**src/rtl/record_store_pkg.sv**
```systemverilog
// Shared types and constants for the record/chart slot stores.
// Optional feature macro: RECORD_STORE_PRELOAD_EN (demo preload table).
package record_store_pkg;

  localparam int CHARTS_MAX    = 8;
  localparam int PLAY_RECS_MAX = 16;

  typedef enum logic {
    INIT = 1'b0,
    IDLE = 1'b1
  } state_e;

  typedef struct packed {
    logic [15:0] chart_id;
    logic [7:0]  level;
    logic [7:0]  flags;
  } ChartInfo;

  typedef struct packed {
    ChartInfo     info;
    logic [127:0] notes;
  } Chart;

  typedef struct packed {
    logic [15:0] chart_id;
    logic [31:0] score;
    logic [15:0] max_combo;
    logic [7:0]  grade;
    logic [87:0] reserved;
  } PlayRecord;

`ifdef RECORD_STORE_PRELOAD_EN
  localparam int DEMO_W = 160;

  // Demo table; each instance keeps the low DATA_W bits of an entry.
  function automatic logic [DEMO_W-1:0] demo_value(input int unsigned idx);
    logic [DEMO_W-1:0] v;
    case (idx)
      32'd0:   v = 160'h0001_0000_0000_0000_0000_0000_0000_0000_0000_D001;
      32'd1:   v = 160'h0002_0000_0000_0000_0000_0000_0000_0000_0000_D002;
      32'd2:   v = 160'h0003_0000_0000_0000_0000_0000_0000_0000_0000_D003;
      32'd3:   v = 160'h0004_0000_0000_0000_0000_0000_0000_0000_0000_D004;
      default: v = {DEMO_W{1'b0}};
    endcase
    return v;
  endfunction
`endif

endpackage

```
**src/rtl/record_store_ram.sv**
```systemverilog
// DEPTH x DATA_W storage, one read and one write port, synchronous
// read-before-write (a same-address read returns the old word).
module record_store_ram #(
  parameter int DEPTH  = 8,
  parameter int DATA_W = 160,
  parameter int AW     = $clog2(DEPTH)
) (
  input  logic              clk_i,
  input  logic              re_i,
  input  logic [AW-1:0]     raddr_i,
  output logic [DATA_W-1:0] rdata_o,
  input  logic              we_i,
  input  logic [AW-1:0]     waddr_i,
  input  logic [DATA_W-1:0] wdata_i
);

  logic [DATA_W-1:0] mem_q [DEPTH];
  logic [DATA_W-1:0] rdata_q;

  // Registered read; the output holds until the next enabled read.
  always_ff @(posedge clk_i) begin
    if (re_i) begin
      rdata_q <= mem_q[raddr_i];
    end
  end

  // Write port; nonblocking update keeps same-cycle reads on old data.
  always_ff @(posedge clk_i) begin
    if (we_i) begin
      mem_q[waddr_i] <= wdata_i;
    end
  end

  assign rdata_o = rdata_q;

endmodule

```
**src/rtl/record_store.sv**
```systemverilog
// Generic slot store with 1-based ids, valid bits, occupancy count,
// ring-pointer append and a one-slot-per-cycle init sweep.
// Optional feature macro: RECORD_STORE_PRELOAD_EN (sweep writes demo table).
module record_store
  import record_store_pkg::*;
#(
  parameter int DEPTH     = 8,
  parameter int DATA_W    = 160,
  parameter int ID_W      = $clog2(DEPTH + 1),
  parameter int OVERWRITE = 1
`ifdef RECORD_STORE_PRELOAD_EN
  , parameter int PRELOAD_CNT = 2
`endif
) (
  input  logic              clk,
  input  logic              sys_rst_n,
  input  logic              rd_req,
  input  logic [ID_W-1:0]   rd_id,
  output logic              rd_valid,
  output logic              rd_err,
  output logic [DATA_W-1:0] rd_data,
  input  logic              wr_req,
  input  logic [ID_W-1:0]   wr_id,
  input  logic [DATA_W-1:0] wr_data,
  output logic              wr_done,
  output logic              wr_err,
  output logic [ID_W-1:0]   wr_slot,
  output logic              rdy,
  output logic [ID_W-1:0]   count,
  output logic              full
);

  localparam int              AW       = $clog2(DEPTH);
  localparam logic [ID_W-1:0] DEPTH_ID = ID_W'(DEPTH);
  localparam logic [ID_W-1:0] ONE_ID   = ID_W'(1);
  localparam logic [ID_W-1:0] ZERO_ID  = {ID_W{1'b0}};
  localparam logic [AW-1:0]   LAST_IDX = AW'(DEPTH - 1);
  localparam logic [AW-1:0]   ZERO_IDX = {AW{1'b0}};

  state_e              state_q, state_d;
  logic [AW-1:0]       init_idx_q, init_idx_d;
  logic [DEPTH-1:0]    valid_q, valid_d;
  logic [ID_W-1:0]     count_q, count_d;
  logic [AW-1:0]       wr_ptr_q, wr_ptr_d;
  logic                rdy_q, rdy_d;
  logic                full_q, full_d;
  logic                rd_valid_q, rd_valid_d;
  logic                rd_err_q, rd_err_d;
  logic                rd_ok_q, rd_ok_d;
  logic                wr_done_q, wr_done_d;
  logic                wr_err_q, wr_err_d;
  logic [ID_W-1:0]     wr_slot_q, wr_slot_d;

  logic                ram_re_s, ram_we_s;
  logic [AW-1:0]       ram_raddr_s, ram_waddr_s;
  logic [DATA_W-1:0]   ram_wdata_s, ram_rdata_s;
  logic [DATA_W-1:0]   init_data_s;
  logic                init_valid_s;
  logic [AW-1:0]       init_ptr_s;
  logic [AW-1:0]       rd_idx_s, wr_idx_s, wr_tgt_s;
  logic                rd_in_range_s, wr_ok_s, wr_adv_s;

`ifdef RECORD_STORE_PRELOAD_EN
  logic [DEMO_W-1:0]   demo_s;

  // Demo contents for the slot being swept; first PRELOAD_CNT slots become valid.
  always_comb begin
    demo_s       = demo_value(int'(init_idx_q));
    init_data_s  = DATA_W'(demo_s);
    init_valid_s = (int'(init_idx_q) < PRELOAD_CNT);
    init_ptr_s   = AW'(PRELOAD_CNT % DEPTH);
  end
`else
  // Plain sweep clears every slot and leaves the store empty.
  always_comb begin
    init_data_s  = {DATA_W{1'b0}};
    init_valid_s = 1'b0;
    init_ptr_s   = ZERO_IDX;
  end
`endif

  // Decode request ids and resolve the write target (append or in place).
  always_comb begin
    rd_idx_s      = AW'(rd_id - ONE_ID);
    wr_idx_s      = AW'(wr_id - ONE_ID);
    rd_in_range_s = (rd_id != ZERO_ID) && (rd_id <= DEPTH_ID);
    if (wr_id == ZERO_ID) begin
      wr_tgt_s = wr_ptr_q;
      wr_ok_s  = !valid_q[wr_ptr_q] || (OVERWRITE != 0);
      wr_adv_s = wr_ok_s;
    end else if (wr_id <= DEPTH_ID) begin
      wr_tgt_s = wr_idx_s;
      wr_ok_s  = 1'b1;
      wr_adv_s = 1'b0;
    end else begin
      wr_tgt_s = ZERO_IDX;
      wr_ok_s  = 1'b0;
      wr_adv_s = 1'b0;
    end
  end

  // Next-state logic: init sweep, then concurrent read and write service.
  always_comb begin
    state_d     = state_q;
    init_idx_d  = init_idx_q;
    valid_d     = valid_q;
    count_d     = count_q;
    wr_ptr_d    = wr_ptr_q;
    rd_valid_d  = 1'b0;
    rd_err_d    = rd_err_q;
    rd_ok_d     = rd_ok_q;
    wr_done_d   = 1'b0;
    wr_err_d    = wr_err_q;
    wr_slot_d   = wr_slot_q;
    ram_re_s    = 1'b0;
    ram_raddr_s = ZERO_IDX;
    ram_we_s    = 1'b0;
    ram_waddr_s = ZERO_IDX;
    ram_wdata_s = {DATA_W{1'b0}};
    case (state_q)
      INIT: begin
        ram_we_s             = 1'b1;
        ram_waddr_s          = init_idx_q;
        ram_wdata_s          = init_data_s;
        valid_d[init_idx_q]  = init_valid_s;
        count_d              = count_q + (init_valid_s ? ONE_ID : ZERO_ID);
        if (init_idx_q == LAST_IDX) begin
          state_d    = IDLE;
          init_idx_d = ZERO_IDX;
          wr_ptr_d   = init_ptr_s;
        end else begin
          init_idx_d = init_idx_q + AW'(1);
        end
      end
      IDLE: begin
        if (rd_req) begin
          // Valid bit is sampled before this cycle's write lands.
          rd_valid_d  = 1'b1;
          rd_ok_d     = rd_in_range_s && valid_q[rd_idx_s];
          rd_err_d    = !(rd_in_range_s && valid_q[rd_idx_s]);
          ram_re_s    = rd_in_range_s;
          ram_raddr_s = rd_idx_s;
        end else begin
          rd_valid_d  = 1'b0;
        end
        if (wr_req) begin
          wr_done_d = 1'b1;
          wr_err_d  = !wr_ok_s;
          if (wr_ok_s) begin
            ram_we_s          = 1'b1;
            ram_waddr_s       = wr_tgt_s;
            ram_wdata_s       = wr_data;
            valid_d[wr_tgt_s] = 1'b1;
            count_d           = count_q + (valid_q[wr_tgt_s] ? ZERO_ID : ONE_ID);
            wr_slot_d         = ID_W'(wr_tgt_s) + ONE_ID;
          end else begin
            wr_slot_d         = ZERO_ID;
          end
          if (wr_adv_s) begin
            wr_ptr_d = (wr_ptr_q == LAST_IDX) ? ZERO_IDX : (wr_ptr_q + AW'(1));
          end else begin
            wr_ptr_d = wr_ptr_q;
          end
        end else begin
          wr_done_d = 1'b0;
        end
      end
      default: begin
        state_d    = INIT;
        init_idx_d = ZERO_IDX;
      end
    endcase
    full_d = (count_d == DEPTH_ID);
    rdy_d  = (state_d == IDLE);
  end

  // State and output registers; reset restarts the sweep and drops pulses.
  always_ff @(posedge clk) begin
    if (!sys_rst_n) begin
      state_q    <= INIT;
      init_idx_q <= ZERO_IDX;
      valid_q    <= {DEPTH{1'b0}};
      count_q    <= ZERO_ID;
      wr_ptr_q   <= ZERO_IDX;
      rdy_q      <= 1'b0;
      full_q     <= 1'b0;
      rd_valid_q <= 1'b0;
      rd_err_q   <= 1'b0;
      rd_ok_q    <= 1'b0;
      wr_done_q  <= 1'b0;
      wr_err_q   <= 1'b0;
      wr_slot_q  <= ZERO_ID;
    end else begin
      state_q    <= state_d;
      init_idx_q <= init_idx_d;
      valid_q    <= valid_d;
      count_q    <= count_d;
      wr_ptr_q   <= wr_ptr_d;
      rdy_q      <= rdy_d;
      full_q     <= full_d;
      rd_valid_q <= rd_valid_d;
      rd_err_q   <= rd_err_d;
      rd_ok_q    <= rd_ok_d;
      wr_done_q  <= wr_done_d;
      wr_err_q   <= wr_err_d;
      wr_slot_q  <= wr_slot_d;
    end
  end

  record_store_ram #(
    .DEPTH  (DEPTH),
    .DATA_W (DATA_W),
    .AW     (AW)
  ) u_ram (
    .clk_i   (clk),
    .re_i    (ram_re_s),
    .raddr_i (ram_raddr_s),
    .rdata_o (ram_rdata_s),
    .we_i    (ram_we_s & sys_rst_n),
    .waddr_i (ram_waddr_s),
    .wdata_i (ram_wdata_s)
  );

  assign rd_valid = rd_valid_q;
  assign rd_err   = rd_err_q;
  assign rd_data  = rd_ok_q ? ram_rdata_s : {DATA_W{1'b0}};
  assign wr_done  = wr_done_q;
  assign wr_err   = wr_err_q;
  assign wr_slot  = wr_slot_q;
  assign rdy      = rdy_q;
  assign count    = count_q;
  assign full     = full_q;

endmodule

```
**config.mk**
```make
export PLATFORM = sky130hd
export DESIGN_NAME = record_store
export DESIGN_NICKNAME = d
export VERILOG_FILES = /design/src/rtl/record_store_pkg.sv /design/src/rtl/record_store_ram.sv /design/src/rtl/record_store.sv
export SDC_FILE = /design/constraint.sdc
export NUM_CORES = 2
export LEC_CHECK = 0
export BUFFER_PORTS_ARGS = -buffer_cell sky130_fd_sc_hd__buf_2
export CELL_PAD_IN_SITES_DETAIL_PLACEMENT = 0
export CELL_PAD_IN_SITES_GLOBAL_PLACEMENT = 1
export CORE_MARGIN = 2
export CORE_UTILIZATION = 38
export CTS_BUF_LIST = sky130_fd_sc_hd__clkbuf_8 sky130_fd_sc_hd__clkbuf_16
export DETAILED_ROUTE_END_ITERATION = 16
export PLACE_DENSITY_LB_ADDON = 0.08
export SETUP_SLACK_MARGIN = 0.2
export SYNTH_ARGS = -nofsm -noshare
export SYNTH_HDL_FRONTEND = slang
export SYNTH_HIERARCHICAL = 1
export SYNTH_SLANG_ARGS = --single-unit
```
**constraint.sdc**
```tcl
create_clock -name clk -period 20.6 [get_ports clk]
set_input_delay 1.03 -clock clk [delete_from_list [all_inputs] [get_ports clk]]
set_output_delay 1.03 -clock clk [all_outputs]
set_load 0.005 [all_outputs]
```
# After elaboration in Yosys (flattened, before gate mapping)
# Memories as Yosys holds them, arrays and structs flattened. A register that Yosys moved wholly into a read port is not among the register bits.
# Index checks and enable logic that the tools add are counted.
[totals] latchBits=0 ff_bits=29 rom_bits=0 memories=1 in_bits=172 elab_cells=98 ram_bits=1280
[op_classes] mux=47 n_eq_ne=7 add_sub_neg=6 multipliers=0 shifts=0 n_lt_le_gt_ge=7 bitwise=5 div=0 reduce_logical=13
[memory_table] name="u_ram.mem_q" words=8 word_bits=160 rd=1 rd_clocked_by_memory_dff=1 write_ports=1 line="record_store_ram.sv:17" source="logic [DATA_W-1:0] mem_q [DEPTH];"
[ops] op="$mux 160" count=3
[ops] op="$pmux 160 s2" count=1
[ops] op="$mux 3" count=11
[ops] op="$mux 1" count=18
[ops] op="$mux 8" count=2
[ops] op="$pmux 8 s2" count=1
[ops] op="$lt 3x4->1 const B" count=3
[ops] op="$mux 4" count=3
[ops] op="$pmux 3 s2" count=2
[ops] op="$and 8x8->8" count=1
[ops] op="$le 4x4->1 const B" count=2
[ops] op="$not 8->8" count=1
[ops] op="$or 8x8->8" count=1
[ops] op="$pmux 4 s2" count=1
[ops] op="$reduce_and 2->1" count=4
[ops] op="$add 3x1->3 const B" count=2
[ops] op="$bmux 1 s3" count=2
[ops] op="$demux 1 s3" count=2
[ops] op="$eq 3x3->1 const B" count=2
[ops] op="$ge 3x1->1 const B" count=2
[ops] op="$sub 3x1->3 const B" count=2
[ops] op="$add 3x1->4 const B" count=1
[ops] op="$add 4x1->4" count=1
[ops] op="$eq 4x4->1 const B" count=1
[ops] op="10 further kinds" count=16

# Depth between registers and ports, before layout
[depth] word_depth=11 depth_mapped=15 ltp_nobuf=14

# Cells and area by module
# Netlist, hierarchy kept.
[modules_own_cells] mod="record_store_ram" n_inst=1 area_each_um2=53929.2 seq_area_each_um2=43241.5 cells_per_inst=2023
[modules_own_cells] mod="record_store" n_inst=1 area_each_um2=3917.5 seq_area_each_um2=580.6 cells_per_inst=563

# Worst setup path before layout
# OpenSTA, ideal clock, no wires.
[synth_path] kind="input-to-reg" from="input wr_id[0]" to="memory u_ram.mem_q[4][0], enable pin" path_slack_ns=6.675 n_path_buf=1 required_ns=19.724 setup_ns=0.876 arrival_ns=13.049 cell_stages=9 path_cell_list="inv_1 ha_1 nor4b_1 a21oi_1 and2_0 clkbuf_1 o21ai_0 nand2_1 nor3_1"
[synth_rtl] item="start: declaration" line="record_store.sv:23" source="input logic [ID_W-1:0] wr_id,"
[synth_rtl] item="$le 4x4->1 or $sub 3x1->3 (tied branches)" line="record_store.sv:91, record_store.sv:85"
[synth_rtl] item="$mux 3 or $mux 1 (tied branches)" line="record_store.sv:91" source="end else if (wr_id <= DEPTH_ID) begin"
[synth_rtl] item="$mux 3 or $mux 1 (tied branches)" line="record_store.sv:87" source="if (wr_id == ZERO_ID) begin"
[synth_rtl] item="$mux 3 (*)" line="record_store.sv:149" source="if (wr_ok_s) begin"
[synth_rtl] item="$mux 3 (*)" line="record_store.sv:146" source="if (wr_req) begin"
[synth_rtl] item="$pmux 3 s2 (*)" line="record_store.sv:120" source="case (state_q)"
[synth_rtl] item="via ram_waddr_s[2]" line="record_store.sv:55" source="logic [AW-1:0] ram_raddr_s, ram_waddr_s;"
[synth_rtl] item="end: declaration" line="record_store_ram.sv:17"
# Mark *: on every way through the listed nets, which the timed path passes. The rest lies on a longest branch.

# Worst setup path after layout
[layout_path] from="input wr_id[0]" to="memory u_ram.mem_q[5][142], enable pin"
# The elaborated chain is that of the path after synthesis.

==> results.py <==
metrics = {
    "status": {
        "outcome": "complete, no violations",
    },
    "cells_and_area": {
        "final_common_cell": "edfxtp_1",
        "area_delta_synth_final_pct": 15.6,
        "fillers": 13000,
        "drive_gt1_frac": 0.281,
        "nets": 3177,
        "fin_cells": 5151,
        "final_cell_mix": "edfxtp_1, buf_2, and2_1, mux4_1, clkbuf_16",
        "final_util": 0.441,
        "stdcell_area_sq_um": 66900,
    },
    "synthesis": {
        "synth-compound-area-share": 0.00671,
        "synth_top_family_by_area": "multiplexers",
        "yosysTopAreaCell": "edfxtp_1",
        "async_reset_ff_frac": 0,
        "ys_top_cells_by_area": "edfxtp_1, mux4_1, and2_1",
        "synth_edf_count": 1440,
        "syn_nets": 2769,
        "synth_seq_cells": 1469,
        "synthCells": 2586,
        "muxShareOfSynthArea": 0.172,
        "synthSimpleGateAreaFrac": 0.0431,
        "synth_xor_area_frac": 0.00104,
        "synthAdderAreaFrac": 0.00238,
        "synth_top_area_frac": 0.748,
        "synthFlopType": "edfxtp_1",
        "syn_avg_cell_area_sq_um": 22.4,
        "syn-cell-area_sq_um": 57800,
        "ys.warnings.count": 6,
        "synth-seq-area-share": 0.758,
        "synth_cell_types": 57,
    },
    "detailed_routing": {
        "via_count": 26700,
        "drc": 0,
        "ant_nets": 0,
        "firstDrtPassIters": 7,
        "via_per_inst": 5.18,
        "drt_iter0_drc": 1508,
        "wl_per_cell_um": 27.0,
        "finalWirelength_um": 139000,
    },
    "pwr": {
        "clkPwrFrac": 0.441,
        "switching_share": 0.201,
        "vdd_ir_drop_max_v": 0.0000727,
        "p_total_mw": 6.35,
        "internal_power_mw": 5.07,
        "leakage_nw": 20.6,
        "power.density_nw_per_um2": 95.0,
        "combPwrFrac": 0.029,
        "p_seq_frac": 0.530,
        "switchingPower_mw": 1.28,
    },
    "critical_path": {
        "cpMostUsedCell": "buf_4",
        "cp.arrival_ns": 6.37,
        "timing.rr.start": "rdy",
        "slowest_delay_ns": 0.84,
        "critPathLaunchType": "input pin",
        "reg2reg_slack_ns": 14.98,
        "crit_fanout": 48,
        "reg2regPathDepth": 9,
        "reg2reg_to": "u_ram/mem_q[5][142]",
        "cp_cell_sequence": "buf_2, inv_1, ha_1, nand2b_4, or2_2, nand2_1, o21ai_0, o22ai_1, nand2b_1, nor2_4, buf_4, buf_4, buf_4",
        "slowest_stage": "buf_4",
        "endpoint_kind": "flip-flop",
        "critPathRequiredTime_ns": 20.98,
        "crit_type": "in2reg",
    },
    "place": {
        "io_buffers": 345,
        "pre_cts_ws_ns": 13.75,
        "place_area_sq_um": 61700,
        "gp_congestion": 0.711,
        "placed_cells": 4864,
        "hpwl_um": 70400,
    },
    "grt": {
        "grt_pass1_wl_um": 201000,
        "grt_max_degree": 126,
        "grt_usage": 0.178,
        "grt_pass1_vias": 28900,
        "overflow": 0,
        "antenna_found_initial": 9,
    },
    "timing": {
        "worstMarginPinSlew_ns": 1.09,
        "hold_viol": 0,
        "final.setup.tns_ns": 0,
        "finalHoldWorstSlack_ns": 0.523,
        "slew_viol_final": 0,
        "setup_viol": 0,
        "rsz0062_at_grt": "no",
        "min_period_ns": 5.99,
        "post-route-period-util": 0.291,
        "fin_worst_skew_ns": 0.0223,
        "max_clock_freq_ghz": 0.167,
        "slew_headroom": 0.274,
        "setup_ws_ns": 14.61,
    },
    "clock_network": {
        "path_clk_slew_ns": 0.06,
        "cts_resized": 0,
        "cts_tree": "yes",
        "cts_setup_buffers": 0,
        "insertion_delay_ns": 0.78,
        "ctsLongestPathBuffers": 3,
        "numCtsBuffers": 158,
        "cts_root_buffer": "clkbuf_16",
        "h-tree-depth": 4,
        "clock_sinks": 1469,
        "ctsHoldBuffers": 0,
    },
    "die": {
        "num_rows": 143,
        "dieArea_sq_um": 155000,
        "fp.dieH_um": 394,
        "start_util": 0.382,
        "coreArea_sq_um": 152000,
        "fp.dieW_um": 394,
        "io_pins": 346,
    },
    "flow_run": {
        "max_cap_viol_count": 0,
    },
    "worst_hold_path": {
        "hold_path_depth": 2,
        "hold-path-endpoint": "wr_slot[2]",
        "hold_start": "wr_slot[2]",
        "hold_class": "reg2reg",
    },
}
==> cell usage after synthesis (all sizes together) (2+ instances only) <==
master	instances
nand3	7
nand2	29
xnor2	6
mux4	322
nand2b	7
o31a	3
nor3	6
and3	2
mux2i	3
nand4	2
a21boi	8
inv	10
ha	11
a21oi	13
nor2b	7
buf	55
nor2	26
edfxtp	1440
clkbuf	80
nor3b	2
and2	325
a31oi	6
o21a	2
mux2	160
dfxtp	29
o21ai	12
==> power groups by stage <==
stage	sequential [mW]	clock [mW]	combinational (mW)
4_1_cts	3.37	2.89	0.193
3_5_place_dp	3.43	0	0.192
6_report	3.37	2.80	0.186
3_3_place_gp	3.42	0	0.193
5_1_grt	3.37	3.00	0.202
2_1_floorplan	3.45	0	0.107
==> critical path: cells and delay by family <==
| family | cells | cell delay, ns |
|---|---|---|
| buffers and inverters | 5 | 2.75 |
| adder cells (fa/ha/maj) | 1 | 0.26 |
| AO/OA/AOI/OAI | 2 | 0.55 |
| AND/OR/NAND/NOR | 5 | 1.52 |
==> per-layer routing <==
layer	vias to the layer above	track usage	wire length (um)
met5	-	0	0
met4	0	0.0407	2210
met3	165	0.0312	5800
met2	603	0.303	69400
met1	14300	0.239	61500
li1	11600	-	-
==> cell type report <==
cell class	instances	area (sq um)	share of cell area
tap	2030	2540	0.0380
timing repair buffer	383	2150	0.0322
antenna	1	2.50	0.0000374
clock buffer	162	4050	0.0606
sequential	1469	43800	0.656
multi-input combinational	972	13100	0.196
inverter	10	37.5	0.000561
clock inverter	124	1110	0.0166
==> worst max-delay path by stage <==
| stage | slack [ns] | end | start | cells after the start |
|---|---|---|---|---|
| detailed placement | 13.75 | u_ram/mem_q[5][116] | wr_id[0] | 12 |
| finish | 14.61 | u_ram/mem_q[5][142] | wr_id[0] | 13 |
| global route | 14.32 | u_ram/mem_q[5][142] | wr_id[0] | 13 |
| CTS | 14.58 | u_ram/mem_q[5][128] | wr_id[0] | 12 |
| global placement | 13.79 | u_ram/mem_q[5][116] | wr_id[0] | 12 |
| floorplan | 6.68 | u_ram/mem_q[4][0] | wr_id[0] | 9 |
==> logic make-up (layout without fill, tap and decap cells) <==
kind of cell    count (synthesis)  count (layout)
flops                        1469            1469
mux                           485             485
simple gates                  417             417
buf+inv                       145             679
compound gates                 53              53
fa+ha+maj                      11              11
xor+xnor                        6               6
other cells                     0               1
==> state kept, by name, indices dropped and copies added, names as in the netlist <==
| signal | flops |
|---|---|
| full | 1 |
| init_idx_q | 3 |
| u_ram/rdata_o | 160 |
| valid_q | 8 |
| count | 4 |
| wr_slot | 4 |
| wr_ptr_q | 3 |
| u_ram/mem_q | 1280 |
| wr_err | 1 |
| rd_valid | 1 |
| rdy | 1 |
| rd_ok_q | 1 |
| rd_err | 1 |
| wr_done | 1 |
(Power assumes the default switching activity.)
